`src/rtl/bus_timer.sv`:
```
// Bus-mapped down-counting timer with a prescaler. It generates periodic or one-shot
// interrupts and has four word registers: CTRL, LOAD, COUNT and STATUS.
module bus_timer #(
  parameter int WIDTH   = 32,
  parameter int PRESC_W = 8
) (
  input  logic        clk,
  input  logic        rst_i,
  input  logic [3:0]  adr_i,
  input  logic [31:0] dat_i,
  input  logic [3:0]  sel_i,
  input  logic        we_i,
  input  logic        stb_i,
  output logic        ack_o,
  output logic [31:0] dat_o,
  output logic        irq_o
);

  localparam logic [1:0] REG_CTRL   = 2'd0;
  localparam logic [1:0] REG_LOAD   = 2'd1;
  localparam logic [1:0] REG_COUNT  = 2'd2;
  localparam logic [1:0] REG_STATUS = 2'd3;

  function automatic logic [31:0] merge_lanes(input logic [31:0] old,
                                              input logic [31:0] wd,
                                              input logic [3:0]  sel);
    logic [31:0] r;
    r = old;
    for (int i = 0; i < 4; i++)
      if (sel[i]) r[8*i +: 8] = wd[8*i +: 8];
    return r;
  endfunction

  function automatic logic [31:0] mask_lanes(input logic [31:0] data,
                                             input logic [3:0]  sel);
    logic [31:0] r;
    r = '0;
    for (int i = 0; i < 4; i++)
      if (sel[i]) r[8*i +: 8] = data[8*i +: 8];
    return r;
  endfunction

  logic               en, ie, reload, pend;
  logic [PRESC_W-1:0] presc, pcnt;
  logic [WIDTH-1:0]   load, count;

  logic [31:0] ctrl_word, load_word, count_word, status_word, rd_word;
  logic [31:0] wr_ctrl, wr_load, wr_count;
  logic        xfer, wr_xfer, rd_xfer;
  logic        ctrl_we, load_we, count_we, status_we;
  logic        tick, expire, clr_pend;
  logic        unused_bits;

  always_comb begin
    ctrl_word              = '0;
    ctrl_word[0]           = en;
    ctrl_word[1]           = ie;
    ctrl_word[2]           = reload;
    ctrl_word[8 +: PRESC_W] = presc;
    load_word              = '0;
    load_word[WIDTH-1:0]   = load;
    count_word             = '0;
    count_word[WIDTH-1:0]  = count;
    status_word            = '0;
    status_word[0]         = pend;
    case (adr_i[3:2])
      REG_CTRL:  rd_word = ctrl_word;
      REG_LOAD:  rd_word = load_word;
      REG_COUNT: rd_word = count_word;
      default:   rd_word = status_word;
    endcase
  end

  // A transfer happens on the edge that raises ack; a held strobe acks every other cycle.
  assign xfer      = stb_i & ~ack_o;
  assign wr_xfer   = xfer & we_i;
  assign rd_xfer   = xfer & ~we_i;
  assign ctrl_we   = wr_xfer && (adr_i[3:2] == REG_CTRL);
  assign load_we   = wr_xfer && (adr_i[3:2] == REG_LOAD);
  assign count_we  = wr_xfer && (adr_i[3:2] == REG_COUNT);
  assign status_we = wr_xfer && (adr_i[3:2] == REG_STATUS);

  assign wr_ctrl  = merge_lanes(ctrl_word, dat_i, sel_i);
  assign wr_load  = merge_lanes(load_word, dat_i, sel_i);
  assign wr_count = merge_lanes(count_word, dat_i, sel_i);

  assign tick     = en && (pcnt == presc);
  assign expire   = tick && (count == '0);
  assign clr_pend = status_we & sel_i[0] & dat_i[0];

  assign irq_o       = pend & ie;
  assign unused_bits = ^{adr_i[1:0], wr_ctrl, wr_load, wr_count};

  always_ff @(posedge clk or posedge rst_i) begin
    if (rst_i) begin
      ack_o  <= 1'b0;
      dat_o  <= '0;
      en     <= 1'b0;
      ie     <= 1'b0;
      reload <= 1'b0;
      presc  <= '0;
      pcnt   <= '0;
      load   <= '0;
      count  <= '0;
      pend   <= 1'b0;
    end else begin
      ack_o <= xfer;
      if (rd_xfer) dat_o <= mask_lanes(rd_word, sel_i);

      if (ctrl_we && wr_ctrl[0] && !en) pcnt <= '0;
      else if (en)                      pcnt <= tick ? '0 : pcnt + 1'b1;

      // A bus write to COUNT overrides whatever the tick would have done.
      if (count_we)
        count <= wr_count[WIDTH-1:0];
      else if (tick) begin
        if (count != '0) count <= count - 1'b1;
        else if (reload) count <= load;
      end

      if (load_we) load <= wr_load[WIDTH-1:0];

      if (ctrl_we) begin
        en     <= wr_ctrl[0];
        ie     <= wr_ctrl[1];
        reload <= wr_ctrl[2];
        presc  <= wr_ctrl[8 +: PRESC_W];
      end else if (expire && !reload) begin
        en <= 1'b0;
      end

      if (expire)        pend <= 1'b1;
      else if (clr_pend) pend <= 1'b0;
    end
  end

endmodule

```
`config.mk`:
```
export PLATFORM = sky130hd
export DESIGN_NAME = bus_timer
export DESIGN_NICKNAME = d
export VERILOG_FILES = /design/src/rtl/bus_timer.sv
export SDC_FILE = /design/constraint.sdc
export NUM_CORES = 1
export LEC_CHECK = 0
export CAP_MARGIN = 20
export CORE_MARGIN = 8
export CORE_UTILIZATION = 55
export CTS_CLUSTER_DIAMETER = 150
export DETAILED_ROUTE_END_ITERATION = 10
export PLACE_DENSITY_LB_ADDON = 0.3
export SKIP_LAST_GASP = 1
export SYNTH_ARGS = -nofsm -noshare
export SYNTH_HDL_FRONTEND = slang
export SYNTH_SLANG_ARGS = --single-unit
```
`constraint.sdc`:
```
create_clock -name clk -period 4.4 [get_ports clk]
set_input_delay 0.88 -clock clk [delete_from_list [all_inputs] [get_ports clk]]
set_output_delay 0.88 -clock clk [all_outputs]
set_load 0.01 [all_outputs]
```
==> results of run 1 <==
-- kinds of logic after synthesis --
kind of cell             after synthesis
flip-flops                           117
XOR/XNOR                              28
AO/OA/AOI/OAI                        177
AND/OR/NAND/NOR                      232
multiplexers                          53
buffers and inverters                 49
adder cells (fa/ha/maj)                3
-- area by class of cell --
type | count | area (µm²) | share of cell area [%]
Timing Repair Buffer | 90 | 876 | 11.4
Tap cell | 143 | 179 | 2.33
Clock buffer | 26 | 519 | 6.75
Multi-Input combinational cell | 493 | 3140 | 40.8
Sequential cell | 117 | 2930 | 38.0
Clock inverter | 4 | 20.0 | 0.260
Inverter | 8 | 32.5 | 0.423
-- power by group --
group | switching [µW] | total (µW) | internal, µW
Sequential | 372 | 1730 | 1360
Clock | 462 | 1260 | 797
Combinational | 467 | 1020 | 550
Total | 1300 | 4010 | 2710
-- cells in the mapped netlist (3+ instances only) --
cell type	count	share of area [%]
a211o_1	3	0.42
a211oi_1	4	0.48
a21oi_1	26	2.1
a22o_1	8	1.1
a22oi_1	21	2.5
a31oi_1	16	1.6
and2_1	3	0.30
and3_1	4	0.40
buf_2	6	0.48
buf_6	3	0.54
clkbuf_1	29	1.7
dfrtp_1	117	47
ha_1	3	0.60
inv_1	8	0.48
mux2_2	42	7.5
mux2i_1	10	1.6
nand2_1	92	5.5
nand2b_1	7	0.70
nand3_1	15	1.2
nand4_1	6	0.60
nor2_1	47	2.8
nor2b_1	7	0.70
nor3_1	10	0.80
nor4_1	10	1.0
o211ai_1	10	1.2
o21ai_0	48	3.8
o21ai_1	12	0.96
o221ai_1	4	0.56
o22a_1	5	0.70
o31ai_1	4	0.48
or2_2	3	0.30
or3_1	11	1.1
or4_1	5	0.60
xnor2_1	22	3.1
xor2_1	6	0.84
-- metrics by stage --
| step | util, % | total power (µW) | worst slack [ns] | instances | hold WS [ns] |
|---|---|---|---|---|---|
| 6_report | 68.3 | 4010 | 1.09 | 881 | 0.472 |
| 4_1_cts | 68.2 | 4010 | 1.14 | 880 | 0.475 |
| 3_3_place_gp | 63.4 | 2680 | 0.991 | 850 | 0.460 |
| 5_1_grt | 68.3 | 4230 | 0.929 | 881 | 0.504 |
| 2_1_floorplan | - | 2380 | 0.419 | 659 | 0.479 |
| 3_5_place_dp | 63.4 | 2750 | 0.970 | 850 | 0.461 |
-- state kept, by name (all words and copies together), names as in the netlist --
| signal | count |
|---|---|
| ie | 1 |
| count | 32 |
| dat_o | 32 |
| presc | 8 |
| en | 1 |
| load | 32 |
| pcnt | 8 |
| pend | 1 |
| reload | 1 |
| ack_o | 1 |
-- metal layers --
layer	part of all wire, %	global-route usage, %	wire, µm	vias to the layer above
met1	42	29.6	7100	2717
met5	0	0	0	-
met3	6.8	5.93	1150	48
li1	-	-	-	2538
met4	3.1	12.2	527	0
met2	48	38.5	8200	226
-- worst max path at each step --
| stage | start | to | slack, ns |
|---|---|---|---|
| 6_report | count[18] | count[16] | 1.09 |
| 5_1_grt | count[16] | count[15] | 0.93 |
| 4_1_cts | count[18] | count[16] | 1.14 |
| 3_5_place_dp | adr_i[3] | count[20] | 0.97 |
| 3_3_place_gp | adr_i[3] | count[7] | 0.99 |
| 2_1_floorplan | rst_i | ack_o | 0.42 |
-- worst min-delay path, stage by stage (launching register included) --
cell and delay [ns]:
dfrtp_1 0.34, nand2_1 0.05, nand2_1 0.05
==> run metrics, run 1 <==
Setup TNS Final 0 ns; Post-Syn Area 6280 µm²; Starting Density 55.7%; largest net degree at the start of global routing 61; drt initial violations 578; unrepaired setup endpoints after global routing no; Tot GR Track Use 24.0%; Clock transition at path regs 0.05 ns; DR WL/cell 19.3 µm; syn_nets 706; status complete, no violations; R2R setup slack 1.09 ns; mux cell area share after synthesis 9.48%; Detail Placement HPWL 11.7 mm; Core ar. 11,300 µm²; Die Area 15,100 µm²; worst-margin pin slew 0.966 ns; drt pass-1 iters 6; HP Class reg2reg; Largest stage delay, worst path 0.80 ns; fin crit share 75.2%; post-route ant nets 0; number of port buffers 75; CP Data Required Time 4.70 ns; Die Height 123 µm; Clock Path Buffers 2; fill cell count 893; Die Width 123 µm; Vias 5,529; Crit Path Class reg2reg; largest family of logic cells by synthesized area compound AO/OA/AOI/OAI gates; CP top delay family simple AND/OR/NAND/NOR gates; crit-path max FO 26; maximum vdd ir drop 0.359 mV; post-route cell area 7690 µm²; yosys warns 0; Post-Synth Adder-Cell Area 0.598%; io pins 78; slew margin rel. 34.7%; Post-Synth XOR/XNOR Area 3.90%; fraction of layout instances using a drive strength above 1 13.0%; Worst path depth 7; CTS sink count 117; sequential element share of the synthesized area 46.6%; first-pass GRT wire length 28.2 mm; GRT overflow 0; Resize count post-CTS 0; num rows 39; last weighted congestion value of the routability-driven placer 0.849; Setup Viol. Count Final 0; WHS Endpoint dat_o[0]; drt drc 0; postcts setup bufs 0; drt via density 6.28; Critical Path, Cell by Cell or4_1 -> or3_1 -> or3_1 -> buf_4 -> or3_1 -> o221ai_1 -> a21oi_1; most common cell after layout, fill and taps aside dfrtp_1; Max Clk Rate 302 MHz; ant diodes 0; CP Capture Type flop; clock latency on the worst-skew pair 0.43 ns; simple-gate share of the synthesized area 17.9%; ys flop type dfrtp_1; final hold vios 0; Hold Crit Start dat_o[0]; Max stage delay cell, worst path or3_1; initial antenna violation count 0; max-slew violations 0; PwrDens 521 nW/µm²; FFs w/ async S/R, synth 100%; count of cell types in the netlist 58; most frequent cells in the layout 117 x dfrtp_1, 92 x nand2_1, 75 x clkdlybuf4s50_1; Final min period 3.31 ns; maxcap violations 0; hold buffers post-CTS 0; final wirelength 17.0 mm; syn avg cell area 9.53 µm²; Lkg Pwr 0.00313 µW; Worst Hold Depth 2; total CTS buffers 17; EDFF count, synth 0; worst r2r src count[18]; Cells after Synth 659; CTS tree yes; P&R area growth vs syn 22.5%; Synth Area in Compound Gates 18.1%; H-tree depth 4; vias in the first global route 5,605; placed cell areas 7150 µm²; number of synthesized register bits 117; CP arrival 3.61 ns; fin nets 774; crit start category flop; cell mode on critical path or3_1; cell depth of the worst flop-to-flop path 7; Setup Skew 0.0108 ns; Clock Tree Root clkbuf_16; worst r2r dst count[16]; Crit path buffers/inverters 1
(Power assumes the default switching activity.)
==> inputs of run 2 (changes only) <==
==> constraint.sdc (replaced) <==
create_clock -name clk -period 3.41 [get_ports clk]
set_input_delay 0.682 -clock clk [delete_from_list [all_inputs] [get_ports clk]]
set_output_delay 0.682 -clock clk [all_outputs]
set_load 0.01 [all_outputs]
==> run metrics, run 2 (same netlist as run 1, synthesis figures left out) <==
H-tree depth 4 (unchanged); vias in the first global route 5,558 (was 5,605); crit-path max FO 29 (was 26); GRT overflow 0 (unchanged); ant diodes 0 (unchanged); CTS tree yes (unchanged); DR WL/cell 19.7 µm (was 19.3 µm); PwrDens 698 nW/µm² (was 521 nW/µm²); Clock Tree Root clkbuf_16 (unchanged); HP Class reg2reg (unchanged); Vias 5,596 (was 5,529); CP Data Required Time 3.74 ns (was 4.70 ns); Clock Path Buffers 2 (unchanged); cell mode on critical path or3_1 (unchanged); post-route ant nets 0 (unchanged); first-pass GRT wire length 28.6 mm (was 28.2 mm); most frequent cells in the layout 117 x dfrtp_1, 92 x nand2_1, 75 x clkdlybuf4s50_1 (unchanged); Worst Hold Depth 2 (unchanged); Largest stage delay, worst path 0.56 ns (was 0.80 ns); drt drc 0 (unchanged); drt pass-1 iters 7 (was 6); WHS Endpoint dat_o[29] (was dat_o[0]); Crit path buffers/inverters 1 (unchanged); CP arrival 3.18 ns (was 3.61 ns); fraction of layout instances using a drive strength above 1 14.3% (was 13.0%); total CTS buffers 17 (unchanged); Tot GR Track Use 23.9% (was 24.0%); last weighted congestion value of the routability-driven placer 0.878 (was 0.849); P&R area growth vs syn 24.9% (was 22.5%); io pins 78 (unchanged); Die Width 123 µm (unchanged); CTS sink count 117 (unchanged); CP top delay family simple AND/OR/NAND/NOR gates (unchanged); initial antenna violation count 0 (unchanged); maxcap violations 0 (unchanged); Hold Crit Start dat_o[29] (was dat_o[0]); Setup Viol. Count Final 0 (unchanged); Starting Density 55.7% (unchanged); maximum vdd ir drop 0.371 mV (was 0.359 mV); final wirelength 17.5 mm (was 17.0 mm); drt initial violations 683 (was 578); worst-margin pin slew 0.930 ns (was 0.966 ns); fin nets 780 (was 774); Core ar. 11,300 µm² (unchanged); Resize count post-CTS 0 (unchanged); hold buffers post-CTS 0 (unchanged); unrepaired setup endpoints after global routing no (unchanged); most common cell after layout, fill and taps aside dfrtp_1 (unchanged); Detail Placement HPWL 11.8 mm (was 11.7 mm); drt via density 6.29 (was 6.28); Die Height 123 µm (unchanged); Max stage delay cell, worst path or4_1 (was or3_1); worst r2r dst count[15] (was count[16]); Lkg Pwr 0.00320 µW (was 0.00313 µW); fin crit share 83.8% (was 75.2%); Clock transition at path regs 0.05 ns (about the same); cell depth of the worst flop-to-flop path 7 (unchanged); Die Area 15,100 µm² (unchanged); CP Capture Type flop (unchanged); status complete, no violations (unchanged); Crit Path Class reg2reg (unchanged); Critical Path, Cell by Cell or4_1 -> or3_1 -> or3_1 -> buf_4 -> nand2_1 -> o221ai_1 -> a21oi_1 (was or4_1 -> or3_1 -> or3_1 -> buf_4 -> or3_1 -> o221ai_1 -> a21oi_1); Critical Path Start count[18] (unchanged); crit start category flop (unchanged); worst r2r src count[18] (unchanged); Setup TNS Final 0 ns (unchanged); Top Registers count x32, dat_o x32, load x32 (unchanged); largest net degree at the start of global routing 46 (was 61); Setup Skew 0.00963 ns (was 0.0108 ns); R2R setup slack 0.55 ns (was 1.09 ns); postcts setup bufs 0 (unchanged); num rows 39 (unchanged); max-slew violations 0 (unchanged); final hold vios 0 (unchanged); slew margin rel. 37.9% (was 34.7%); clock latency on the worst-skew pair 0.42 ns (was 0.43 ns); number of port buffers 75 (unchanged); fill cell count 839 (was 893); final core utilization 69.6% (was 68.3%); Final min period 2.86 ns (was 3.31 ns); Max Clk Rate 350 MHz (was 302 MHz)
run 2: worst min-delay path: stages, from the launching register on:
cell,delay (ns)
dfrtp_1,0.34
nand2_1,0.04
o21ai_0,0.06
run 2: routing by layer:
layer  global-route usage [%]  routed length [µm]
met1                     30.7                7280
met4                     8.99                 430
met3                     5.66                1240
met5                        0                   0
met2                     38.5                8570
run 2: final cells by class:
type                       instances  area, µm²  share of cell area, %
sequential                       117       2930                   37.3
clock inverter                    13        180                   2.30
multi-input combinational        493       3140                   40.0
tap                              143        179                   2.28
timing repair buffer              96        931                   11.9
clock buffer                      19        453                   5.77
inverter                           8       33.8                  0.431
run 2: through the flow:
stage                     hold WS (ns)  worst slack (ns)  total power, µW  cells  instance area (µm²)
after detailed placement         0.466             0.515             3550    856                 7210
after floorplan                  0.479             0.617             3070    659                 6280
after CTS                        0.480             0.574             5470    888                 7840
after global placement           0.460             0.571             3460    856                 7210
final                            0.475             0.553             5480    889                 7850
after global routing             0.510             0.408             5740    889                 7850
run 2: worst max path at each step:
| stage | to | slack (ns) | depth (start not counted) |
|---|---|---|---|
| global route | count[11] | 0.41 | 7 |
| detailed placement | load[31] | 0.52 | 6 |
| finish | count[15] | 0.55 | 7 |
| global placement | load[22] | 0.57 | 6 |
| CTS | count[15] | 0.57 | 7 |
| floorplan | count[17] | 0.62 | 10 |
run 2: report_power, final:
group	total (µW)	switching, µW	internal, µW
Sequential	2240	487	1760
Combinational	1330	615	714
Clock	1900	648	1260
